[src/rtl/root_pkg.sv]
// rtl/root_pkg.sv - shared widths and FSM encoding for the root engine arbiter
package root_pkg;

    localparam int RADICAND_W = 10;
    localparam int EXP_W      = 3;
    localparam int RESULT_W   = 20;   // 10.10 fixed point

    typedef enum logic [2:0] {
        ST_IDLE,
        ST_ISSUE,
        ST_WAIT,
        ST_RECOVER,
        ST_RESP
    } state_t;

endpackage

[src/rtl/rr_picker.sv]
// rtl/rr_picker.sv - combinational round-robin one-hot pick starting at rr_ptr
module rr_picker #(
    parameter  int NREQ = 4,
    localparam int IDW  = $clog2(NREQ)
) (
    input  logic [NREQ-1:0] req_valid,
    input  logic [IDW-1:0]  rr_ptr,
    output logic [NREQ-1:0] grant_onehot,
    output logic [IDW-1:0]  grant_id,
    output logic            any
);

    logic [IDW-1:0] idx;

    always_comb begin
        grant_onehot = '0;
        grant_id     = '0;
        any          = 1'b0;
        idx          = '0;
        for (int k = 0; k < NREQ; k++) begin
            idx = IDW'((int'(rr_ptr) + k) % NREQ);
            if (!any && req_valid[idx]) begin
                any               = 1'b1;
                grant_onehot[idx] = 1'b1;
                grant_id          = idx;
            end
        end
    end

endmodule

[src/rtl/root_req_arbiter.sv]
// rtl/root_req_arbiter.sv - round-robin sharing of one root engine with watchdog recovery
module root_req_arbiter
    import root_pkg::*;
#(
    parameter  int NREQ    = 4,
    parameter  int TIMEOUT = 255,
    parameter  int TW      = 8,
    parameter  int RST_CYC = 2,
    localparam int IDW     = $clog2(NREQ)
) (
    input  logic                       clk,
    input  logic                       rst,
    input  logic [NREQ-1:0]            req_valid,
    output logic [NREQ-1:0]            req_ready,
    input  logic [NREQ*RADICAND_W-1:0] req_data_1,
    input  logic [NREQ*EXP_W-1:0]      req_data_2,
    output logic                       eng_rst_n,
    output logic                       eng_in_valid,
    output logic [RADICAND_W-1:0]      eng_in_data_1,
    output logic [EXP_W-1:0]           eng_in_data_2,
    input  logic                       eng_out_valid,
    input  logic [RESULT_W-1:0]        eng_out_data,
    output logic                       rsp_valid,
    input  logic                       rsp_ready,
    output logic [IDW-1:0]             rsp_id,
    output logic [RESULT_W-1:0]        rsp_data,
    output logic                       rsp_err
);

    localparam int RCW = (RST_CYC > 1) ? $clog2(RST_CYC) : 1;

    state_t                state_q, state_d;
    logic [IDW-1:0]        rr_ptr_q, id_q;
    logic [RADICAND_W-1:0] data_1_q;
    logic [EXP_W-1:0]      data_2_q;
    logic [RESULT_W-1:0]   rsp_data_q;
    logic                  rsp_err_q;
    logic [TW-1:0]         wd_cnt_q;
    logic [RCW-1:0]        rc_cnt_q;

    logic [NREQ-1:0]       grant_onehot;
    logic [IDW-1:0]        grant_id;
    logic                  grant_any;
    logic [RADICAND_W-1:0] sel_data_1;
    logic [EXP_W-1:0]      sel_data_2;
    logic                  wd_expired, rc_done, exp_zero;

    rr_picker #(.NREQ(NREQ)) u_picker (
        .req_valid    (req_valid),
        .rr_ptr       (rr_ptr_q),
        .grant_onehot (grant_onehot),
        .grant_id     (grant_id),
        .any          (grant_any)
    );

    always_comb begin
        sel_data_1 = '0;
        sel_data_2 = '0;
        for (int i = 0; i < NREQ; i++) begin
            if (grant_onehot[i]) begin
                sel_data_1 = req_data_1[i*RADICAND_W +: RADICAND_W];
                sel_data_2 = req_data_2[i*EXP_W +: EXP_W];
            end
        end
    end

    assign exp_zero   = (sel_data_2 == '0);
    assign wd_expired = (wd_cnt_q == TW'(TIMEOUT));
    assign rc_done    = (rc_cnt_q == RCW'(RST_CYC - 1));

    // Strobes are gated by rst so the reset cycle itself shows the idle values.
    always_comb begin
        state_d      = state_q;
        req_ready    = '0;
        eng_in_valid = 1'b0;
        eng_rst_n    = !rst;
        rsp_valid    = 1'b0;
        case (state_q)
            ST_IDLE: begin
                req_ready = rst ? '0 : grant_onehot;
                if (grant_any) state_d = exp_zero ? ST_RESP : ST_ISSUE;
            end
            ST_ISSUE: begin
                eng_in_valid = !rst;
                state_d      = ST_WAIT;
            end
            ST_WAIT: begin
                if (eng_out_valid)   state_d = ST_RESP;
                else if (wd_expired) state_d = ST_RECOVER;
            end
            ST_RECOVER: begin
                eng_rst_n = 1'b0;
                if (rc_done) state_d = ST_RESP;
            end
            ST_RESP: begin
                rsp_valid = !rst;
                if (rsp_ready) state_d = ST_IDLE;
            end
            default: state_d = ST_IDLE;
        endcase
    end

    always_ff @(posedge clk) begin
        if (rst) begin
            state_q    <= ST_IDLE;
            rr_ptr_q   <= '0;
            id_q       <= '0;
            data_1_q   <= '0;
            data_2_q   <= '0;
            rsp_data_q <= '0;
            rsp_err_q  <= 1'b0;
            wd_cnt_q   <= '0;
            rc_cnt_q   <= '0;
        end else begin
            state_q <= state_d;
            case (state_q)
                ST_IDLE: begin
                    if (grant_any) begin
                        id_q     <= grant_id;
                        data_1_q <= sel_data_1;
                        data_2_q <= sel_data_2;
                        if (exp_zero) begin
                            rsp_data_q <= '0;
                            rsp_err_q  <= 1'b1;
                        end
                    end
                end
                ST_ISSUE: wd_cnt_q <= '0;
                ST_WAIT: begin
                    wd_cnt_q <= wd_cnt_q + 1'b1;
                    rc_cnt_q <= '0;
                    if (eng_out_valid) begin
                        rsp_data_q <= eng_out_data;
                        rsp_err_q  <= 1'b0;
                    end
                end
                ST_RECOVER: begin
                    rc_cnt_q <= rc_cnt_q + 1'b1;
                    if (rc_done) begin
                        rsp_data_q <= '0;
                        rsp_err_q  <= 1'b1;
                    end
                end
                ST_RESP: begin
                    if (rsp_ready) rr_ptr_q <= (id_q == IDW'(NREQ - 1)) ? '0 : id_q + 1'b1;
                end
                default: ;
            endcase
        end
    end

    assign eng_in_data_1 = data_1_q;
    assign eng_in_data_2 = data_2_q;
    assign rsp_id        = id_q;
    assign rsp_data      = rsp_data_q;
    assign rsp_err       = rsp_err_q;

endmodule

[config.mk]
export PLATFORM = sky130hd
export DESIGN_NAME = root_req_arbiter
export DESIGN_NICKNAME = d
export VERILOG_FILES = /design/src/rtl/root_pkg.sv /design/src/rtl/rr_picker.sv /design/src/rtl/root_req_arbiter.sv
export SDC_FILE = /design/constraint.sdc
export NUM_CORES = 1
export LEC_CHECK = 0
export CAP_MARGIN = 10
export CORE_MARGIN = 2
export CORE_UTILIZATION = 40
export DETAILED_ROUTE_END_ITERATION = 8
export PLACE_DENSITY_LB_ADDON = 0.12
export SLEW_MARGIN = 20
export SYNTH_ARGS = -nofsm -noshare
export SYNTH_HDL_FRONTEND = slang
export SYNTH_SLANG_ARGS = --single-unit
[constraint.sdc]
create_clock -name clk -period 10.7 [get_ports clk]
set_input_delay 1.07 -clock clk [delete_from_list [all_inputs] [get_ports clk]]
set_output_delay 1.07 -clock clk [all_outputs]
set_load 0.03 [all_outputs]
==> metrics.yaml, run 1 <==
hpwl_um: 6870
synth_top_area_share_pct: 31.0
diodes: 0
post_drt_wl_per_cell_um: 15.4
syn_area_um2: 3230
clockBufferDepth: 2
p_per_area_nw_per_um2: 188
fin_setup_tns_ns: 0
arrival_ns: 4.34
die-area_um2: 8810
ys_ff_latch: 50
grt_use_total_pct: 20.2
dr.pass1.iters: 7
crit_fanout: 24
worstHoldStart: "wd_cnt_q[5]"
grt_max_degree: 55
ir_drop_v: 0.000125
ys.flop_type: "dfxtp_1"
endpoint_kind: "output pin"
drt_wl_total_um: 9220
num_vias: 3425
stdcell_count: 600
fmax_mhz: 185
synth_edf_count: 0
cp.required_ns: 9.63
r2r_slack_ns: 5.99
core_um2: 7770
drv_slew: 0
layout_min_cycle_time_ns: 5.41
area_growth_pct: 42.4
worst_setup_path_start_kind: "register"
max_cap_viol_count: 0
crit_type: "register to output pin"
placement.io_buffers: 122
cts_resized: 0
io_pins: 123
synth_most_common_cell: "dfxtp_1"
initial_utilization_pct: 41.6
route.detailed.drc: 0
cts_tree: "done"
period_share_pct: 50.6
finalNetCount: 587
synth_top_cell_by_area: "dfxtp_1"
grt_overflow: 0
netlist_instances: 397
yosys.cell_types.count: 51
antenna_found_initial: 0
finalWorstSetupSlack_ns: 5.29
ctsHoldBuffers: 0
cts_made_buffers: 5
finClkSkew_ns: 0.00922
setup-violations-final: 0
ys_async_sr_fraction_pct: 0
crit_start: "rr_ptr_q[0]"
detail-route-antenna-nets: 0
cts.sinks: 50
post_cts_buffers: 0
multi_input_area_um2: 2080
outcome: "complete, no violations"
place_ws_ns: 5.45
synth_nets: 486
p_leak_nw: 1.60
clkLatencyLatePin_ns: 0.30
place_inst: 593
die_h_um: 93.9
rsz0062_at_grt: "no"
ys_warn_count: 0
hold_violations: 0
holdWs_ns: 0.484
grt_pass1_vias: 3097
clk_pin_slew_ns: 0.09
synth_area_leaders: "dfxtp_1 31%, a21oi_1 6.2%, a32oi_1 5.4%, nor2_1 5.2%, nand3b_1 4.9%"
grt_pass1_wl_um: 14600
max_slew_margin_pct: 38.8
placementRows: 32
r2r-start: "rr_ptr_q[0]"
cts-root-buf: "clkbuf_8"
fillerInstances: 728
synth_seq_area_share_pct: 31.0
post_drt_via_cell_ratio: 5.71
regArea_um2: 1000
worstMarginPinSlew_ns: 0.917
dr.first_iter.drc_count: 119
htreeDepth: 2
synthTopCellsByCount: "50 x dfxtp_1, 45 x nor2_1, 40 x a21oi_1, 27 x clkbuf_1, 22 x o21ai_1"
min_path_type: "register to register"
die_w_um: 93.9
post-route-util_pct: 59.2
syn_area_per_cell_um2: 8.13
gp_congestion: 0.804
drive_gt1_share_pct: 5.62
==> cells in the final DEF (no fill, tap or decap), types with 2 or more instances in the layout <==
master,instances
a211oi_1,5
a21oi_1,40
a221oi_1,13
a22o_1,3
a22oi_1,3
a22oi_2,2
a311oi_1,2
a31o_1,3
a32oi_1,20
and3_1,5
buf_4,3
clkbuf_8,6
clkdlybuf4s50_1,122
dfxtp_1,50
ha_1,9
inv_1,5
mux2_2,3
mux2i_1,7
mux4_2,4
nand2_1,18
nand2b_1,13
nand3_1,5
nand3b_1,21
nor2_1,45
nor2b_1,4
nor3_1,14
o211ai_1,2
o21a_1,2
o21ai_0,18
o21ai_1,22
o22ai_1,4
o31a_1,2
or3_1,3
==> kinds of logic after synthesis <==
| family | Yosys count | share of synthesized area (%) |
|---|---|---|
| AO/OA/AOI/OAI | 153 | 32.6 |
| adder cells (fa/ha/maj) | 9 | 3.49 |
| buffers and inverters | 38 | 4.80 |
| flip-flops | 50 | 31.0 |
| multiplexers | 15 | 6.35 |
| AND/OR/NAND/NOR | 132 | 21.8 |
==> routing by layer <==
layer	up-vias	wire, µm	track usage, %
met1	1588	4090	27.2
met2	110	4500	33.8
li1	1719	-	-
met5	-	0	0
met4	0	76	3.38
met3	8	559	4.33
==> worst max-delay path: stages, from the launching register on <==
cell and delay [ns]:
dfxtp_1 0.88, inv_1 0.31, ha_1 0.55, mux2_2 0.41
a31o_1 0.22, a221o_1 0.29, a22oi_2 0.63, nor2_1 0.12
clkdlybuf4s50_1 0.62
==> worst paths after layout <==
check | cells past startpoint | to
min reg2reg | 1 | wd_cnt_q[5]
min | 1 | wd_cnt_q[5]
max reg2reg | 11 | rsp_data[3]
max | 8 | req_ready[2]
==> registers in the layout, summed over array words and instances (netlist names) <==
name / count
rsp_err: 1
rsp_data: 20
state_q: 3
eng_in_data_2: 3
rsp_id: 2
eng_in_data_1: 10
rr_ptr_q: 2
wd_cnt_q: 8
rc_cnt_q: 1
==> final cells by class <==
type / count / share of cell area, %
repair buffers: 126 / 27.3
clock inverters: 1 / 0.653
well taps: 102 / 2.78
multi-input cells: 309 / 45.2
clock buffers: 6 / 1.80
inverters: 6 / 0.490
flip-flops and latches: 50 / 21.8
==> per-stage QoR <==
| stage | power [mW] | instance area, µm² |
|---|---|---|
| after CTS | 0.869 | 4600 |
| after global placement | 0.726 | 4470 |
| after global routing | 0.923 | 4600 |
| after detailed placement | 0.734 | 4490 |
| final | 0.864 | 4600 |
| after floorplan | 0.572 | 3230 |
==> where the power goes <==
part	internal, mW	switching [mW]	leakage (nW)
Clock	0.0748	0.0591	0.0573
Sequential	0.224	0.0453	0.408
Combinational	0.194	0.267	1.14
Total	0.493	0.371	1.60
Note: power is estimated with default switching activity, not from simulation.
==> run 2, diff against run 1 <==
- clock period: 10.7 -> 5.14 ns (I/O delays scaled with it)
==> run 2 against run 1 <==
Worst setup slack got worse by 4.6 ns. Final area decreased by 0.22%. First-iteration DRC count increased by 18%. Final cell count increased by 0.33%. Combinational power increased by 110%. Critical path depth unchanged. Sequential share of layout area about the same. Hold slack improved by 0.0056 ns. Clock skew decreased by 0.0011 ns. Via count decreased by 0.12%. Routed wire length increased by 0.40%. Power increased by 100%.
==> metrics.yaml, run 2 (synthesis results as in run 1) <==
outcome: "complete, no violations"  # unchanged
core_um2: 7770  # unchanged
drv_slew: 0  # unchanged
post_drt_wl_per_cell_um: 15.4  # about the same
num_vias: 3421  # was 3425
power.total_mw: 1.76  # was 864 µW
ctsHoldBuffers: 0  # unchanged
dr.first_iter.drc_count: 141  # was 119
endpoint_kind: "output pin"  # unchanged
io_pins: 123  # unchanged
post_cts_buffers: 0  # unchanged
die_w_um: 93.9  # unchanged
finalNetCount: 588  # was 587
antenna_found_initial: 0  # unchanged
placement.io_buffers: 122  # unchanged
p_per_area_nw_per_um2: 384  # was 188 nW/µm²
arrival_ns: 3.94  # was 4.34 ns
gp_congestion: 0.891  # was 0.804
max_slew_margin_pct: 35.8  # was 38.8%
crit_fanout: 19  # was 24
fin_setup_tns_ns: 0  # unchanged
crit_type: "register to output pin"  # unchanged
clockBufferDepth: 2  # unchanged
grt_max_degree: 55  # unchanged
cp_cell_sequence: "inv_1 -> ha_1 -> mux2_2 -> a31o_1 -> a221o_1 -> a22oi_2 -> nor2_1 -> clkdlybuf4s50_1"  # unchanged
finalWorstSetupSlack_ns: 0.689  # was 5.29 ns
drive_gt1_share_pct: 6.00  # was 5.62%
finClkSkew_ns: 0.00808  # was 0.00922 ns
worst_setup_path_start_kind: "register"  # unchanged
period_share_pct: 86.6
min_path_type: "register to register"  # unchanged
post-route-util_pct: 59.1  # was 59.2%
die-area_um2: 8810  # unchanged
die_h_um: 93.9  # unchanged
post_drt_via_cell_ratio: 5.68  # was 5.71
placementRows: 32  # unchanged
htreeDepth: 2  # unchanged
clk_pin_slew_ns: 0.09  # about the same
setup-violations-final: 0  # unchanged
ff2ff_path_depth: 11  # unchanged
cts_tree: "done"  # unchanged
layout_min_cycle_time_ns: 4.45
mostFrequentLayoutCells: "122 x clkdlybuf4s50_1, 50 x dfxtp_1, 45 x nor2_1"  # unchanged
cts.sinks: 50  # unchanged
place_ws_ns: 0.992  # was 5.45 ns
grt_use_total_pct: 20.6  # was 20.2%
whs_path_depth: 1  # unchanged
cp_slowest_cell: "dfxtp_1"  # unchanged
p_leak_nw: 1.60  # about the same
hold_path_end: "wd_cnt_q[5]"  # unchanged
r2r_slack_ns: 1.00  # was 5.99 ns
cts_made_buffers: 5  # unchanged
initial_utilization_pct: 41.6  # unchanged
clkLatencyLatePin_ns: 0.30  # about the same
grt_pass1_wl_um: 14800  # was 14600 µm
dr.pass1.iters: 4  # was 7
fillerInstances: 711  # was 728
critPathMaxStageDelay_ns: 0.67  # was 0.88 ns
detail-route-antenna-nets: 0  # unchanged
worstHoldStart: "wd_cnt_q[5]"  # unchanged
final_common_cell: "clkdlybuf4s50_1"  # unchanged
largest_register_ffs: 20  # unchanged
max_cap_viol_count: 0  # unchanged
rr_endpoint: "state_q[2]"  # was rsp_data[3]
cts-root-buf: "clkbuf_8"  # unchanged
worstMarginPinSlew_ns: 0.962  # was 0.917 ns
ir_drop_v: 0.000214  # was 0.000125 V
cp.required_ns: 4.63  # was 9.63 ns
diodes: 0  # unchanged
area_growth_pct: 42.1  # was 42.4%
fmax_mhz: 225
cts_resized: 0  # unchanged
grt_overflow: 0  # unchanged
drt_wl_total_um: 9260  # was 9220 µm
r2r-start: "rr_ptr_q[1]"  # was rr_ptr_q[0]
hpwl_um: 6800  # was 6870 µm
hold_violations: 0  # unchanged
rsz0062_at_grt: "no"  # unchanged
grt_pass1_vias: 3102  # was 3097
route.detailed.drc: 0  # unchanged
## run 2: layout make-up
type / instances / area (µm²) / share of cell area (%)
timing repair buffer: 127 / 1260 / 27.4
multi-input combinational: 309 / 2080 / 45.3
clock inverter: 2 / 16.3 / 0.355
tap: 102 / 128 / 2.78
inverter: 6 / 22.5 / 0.491
sequential: 50 / 1000 / 21.8
clock buffer: 6 / 82.6 / 1.80
## run 2: how the worst max path moves through the flow
stage,start,slack (ns),depth (start not counted),to
detailed placement,req_valid[3],0.99,10,state_q[2]
global placement,req_valid[3],1.05,7,req_ready[2]
floorplan,rr_ptr_q[0],1.62,12,state_q[2]
global route,rr_ptr_q[1],0.44,8,req_ready[2]
finish,rr_ptr_q[1],0.69,8,req_ready[2]
CTS,rr_ptr_q[1],0.70,8,req_ready[2]
## run 2: metrics by stage
step / cell area [µm²] / instances / hold WS, ns
after floorplan: 3230 / 397 / 0.441
after global placement: 4490 / 594 / 0.466
after detailed placement: 4490 / 594 / 0.466
after CTS: 4590 / 602 / 0.483
after global routing: 4590 / 602 / 0.521
final: 4590 / 602 / 0.490
## run 2: worst max-delay path, delay by kind of cell (launching register included)
family,cells,cell delay (ns)
buffers and inverters,2,0.79
and+or+nand+nor,1,0.11
AOI/OAI and AO/OA,3,1.15
adders and majority gates,1,0.49
muxes,1,0.41
DFF,1,0.67
## run 2: layer usage
layer / routed length, µm / track usage, %
met1: 4150 / 27.4
met2: 4450 / 34.3
met3: 566 / 4.17
met4: 90 / 4.47
met5: 0 / 0
## run 2: power breakdown
| part | internal (mW) | switching (mW) | leakage, nW |
|---|---|---|---|
| clock | 0.111 | 0.132 | 0.0478 |
| sequential | 0.465 | 0.0894 | 0.408 |
| combinational | 0.404 | 0.559 | 1.14 |
| total | 0.981 | 0.780 | 1.60 |
==> run 3, diff against run 2 <==
- CORE_UTILIZATION: 40 -> 45
- GPL_TIMING_DRIVEN: not set -> 0
==> run 3 against run 2 <==
First-iteration DRC count is 9.9% higher. Core utilization is 9.5 points higher. Final area is 2.6% higher. Sequential share of layout area is 0.56 points lower. Power is 6.7% higher. Global-route usage is 3.8 points higher. Sequential cell count stayed put. Critical path depth is 3 higher. Via count is 4.8% higher. Worst setup slack worse by 0.25 ns. Largest power group unchanged. Critical path type unchanged. Routed wire length is 5.6% higher.
==> metrics.yaml, run 3 (synthesis results as in run 1) <==
outcome: "complete, no violations"  # unchanged
finalNetCount: 615  # was 588
r2r-start: "rr_ptr_q[0]"  # was rr_ptr_q[1]
layout_min_cycle_time_ns: 4.70  # was 4.45 ns
p_sw_uw: 807  # was 780 µW
cts_resized: 0  # unchanged
cts_tree: "done"  # unchanged
ir_drop_v: 0.000198  # was 0.000214 V
hold_violations: 0  # unchanged
detail-route-antenna-nets: 0  # unchanged
finClkSkew_ns: 0.00489  # was 0.00808 ns
switching_share_pct: 42.9  # was 44.3%
gp_congestion: 0.875  # was 0.891
cp.required_ns: 4.63  # about the same
p_int_mw: 1.07  # was 981 µW
grt_pass1_vias: 3321  # was 3102
cts-root-buf: "clkbuf_8"  # unchanged
core_um2: 6870  # was 7770 µm²
die-area_um2: 7870  # was 8810 µm²
post_drt_wl_per_cell_um: 15.7  # was 15.4 µm
crit_fanout: 10  # was 19
diodes: 0  # unchanged
power.total_mw: 1.88  # was 1.76 mW
placement.io_buffers: 122  # unchanged
route.detailed.drc: 0  # unchanged
cp_cell_sequence: "buf_2 -> inv_1 -> ha_1 -> buf_2 -> mux2_2 -> mux2i_1 -> a211o_1 -> a22o_1 -> clkbuf_1 -> nor2b_1 -> clkdlybuf4s50_1"  # was inv_1 -> ha_1 -> mux2_2 -> a31o_1 -> a221o_1 -> a22oi_2 -> nor2_1 -> clkdlybuf4s50_1
combPwrFrac_pct: 54.1  # was 54.7%
initial_utilization_pct: 47.0  # was 41.6%
cts_made_buffers: 5  # unchanged
largest_register_ffs: 20  # unchanged
multi_input_area_um2: 2070  # was 2080 µm²
p_per_area_nw_per_um2: 399  # was 384 nW/µm²
fillerInstances: 578  # was 711
fin_setup_tns_ns: 0  # unchanged
final_common_cell: "clkdlybuf4s50_1"  # unchanged
io_pins: 123  # unchanged
die_w_um: 88.7  # was 93.9 µm
grt_pass1_wl_um: 15400  # was 14800 µm
htreeDepth: 2  # unchanged
worstHoldStart: "rsp_data[5]"  # was wd_cnt_q[5]
clk_pin_slew_ns: 0.09  # about the same
clkPwrFrac_pct: 17.7  # was 13.8%
cp_slowest_cell: "clkdlybuf4s50_1"  # was dfxtp_1
drive_gt1_share_pct: 5.50  # was 6.00%
rsz0062_at_grt: "no"  # unchanged
min_path_type: "register to register"  # unchanged
num_vias: 3584  # was 3421
drv_slew: 0  # unchanged
p_leak_nw: 1.65  # was 1.60 nW
crit_type: "register to output pin"  # unchanged
clockBufferDepth: 2  # unchanged
dr.pass1.iters: 5  # was 4
fmax_mhz: 213  # was 225 MHz
placementRows: 30  # was 32
max_slew_margin_pct: 59.7  # was 35.8%
grt_use_total_pct: 24.4  # was 20.6%
hpwl_um: 7490  # was 6800 µm
post_cts_buffers: 0  # unchanged
mostFrequentLayoutCells: "122 x clkdlybuf4s50_1, 50 x dfxtp_1, 45 x nor2_1"  # unchanged
path_common_cell: "buf_2"
dr.first_iter.drc_count: 155  # was 141
antenna_found_initial: 0  # unchanged
regArea_um2: 1000  # unchanged
cts.sinks: 50  # unchanged
grt_max_degree: 17  # was 55
setup-violations-final: 0  # unchanged
critPathMaxStageDelay_ns: 0.67  # about the same
drt_wl_total_um: 9780  # was 9260 µm
endpoint_kind: "output pin"  # unchanged
crit_start: "rr_ptr_q[0]"  # was rr_ptr_q[1]
post_drt_via_cell_ratio: 5.75  # was 5.68
worstMarginPinSlew_ns: 0.601  # was 0.962 ns
ctsHoldBuffers: 0  # unchanged
pwr-share-seq_pct: 28.2  # was 31.5%
clkLatencyLatePin_ns: 0.31  # was 0.30 ns
grt_overflow: 0  # unchanged
die_h_um: 88.7  # was 93.9 µm
period_share_pct: 91.4  # was 86.6%
worst_setup_path_start_kind: "register"  # unchanged
area_growth_pct: 45.8  # was 42.1%
max_cap_viol_count: 0  # unchanged
arrival_ns: 4.18  # was 3.94 ns
==> run 3: cell count changes in the layout (fill, tap and decap cells not counted), moves of 2 or more <==
cell / change
clkbuf_1: +27
bufinv_16: +2
buf_2: +4
buf_4: -5
==> run 3: worst max-delay path, delay by kind of cell (launching register included) <==
| kind | cells | cell delay [ns] |
|---|---|---|
| muxes | 2 | 0.76 |
| and+or+nand+nor | 1 | 0.18 |
| buffers and inverters | 5 | 1.66 |
| adders and majority gates | 1 | 0.30 |
| DFF | 1 | 0.50 |
| AOI/OAI and AO/OA | 2 | 0.47 |
==> run 3: final timing paths <==
path / to / slack, ns / depth (start not counted)
worst min-delay path: rsp_data[5] / 0.50 / 2
worst max register to register: rsp_data[11] / 1.11 / 13
worst max-delay path: req_ready[1] / 0.44 / 11
worst min register to register: rsp_data[5] / 0.50 / 2
==> run 3: metrics by stage <==
step	setup WS [ns]	hold WS [ns]	cell area [µm²]	cells	utilization, %
2_1_floorplan	1.62	0.441	3230	397	-
4_1_cts	0.436	0.499	4710	623	68.5
3_3_place_gp	0.770	0.462	4570	615	66.5
5_1_grt	0.0952	0.516	4710	623	68.5
3_5_place_dp	0.721	0.471	4570	615	66.5
6_report	0.443	0.497	4710	623	68.5
==> run 3: power by group through the flow <==
stage / registers [mW] / clock network, mW / logic, mW
detailed placement: 0.535 / 0 / 1.01
CTS: 0.527 / 0.335 / 1.01
global placement: 0.532 / 0 / 0.998
global route: 0.539 / 0.351 / 1.11
floorplan: 0.644 / 0 / 0.546
finish: 0.529 / 0.333 / 1.02
==> run 3: area by class of cell <==
type	count	area share (%)
clock buffers	5	1.46
repair buffers	122	25.9
flip-flops and latches	50	21.3
plain buffers	32	2.82
well taps	96	2.55
inverters	6	0.478
clock inverters	3	1.46
multi-input cells	309	44.0
==> run 3: layer usage <==
layer	part of all wire (%)	wire, µm	GRT usage [%]	vias to the layer above
met3	6.5	640	4.85	7
met2	50	4880	42.2	128
met4	1.1	105	4.96	0
met5	0	0	0	-
li1	-	-	-	1772
met1	42	4150	31.5	1677
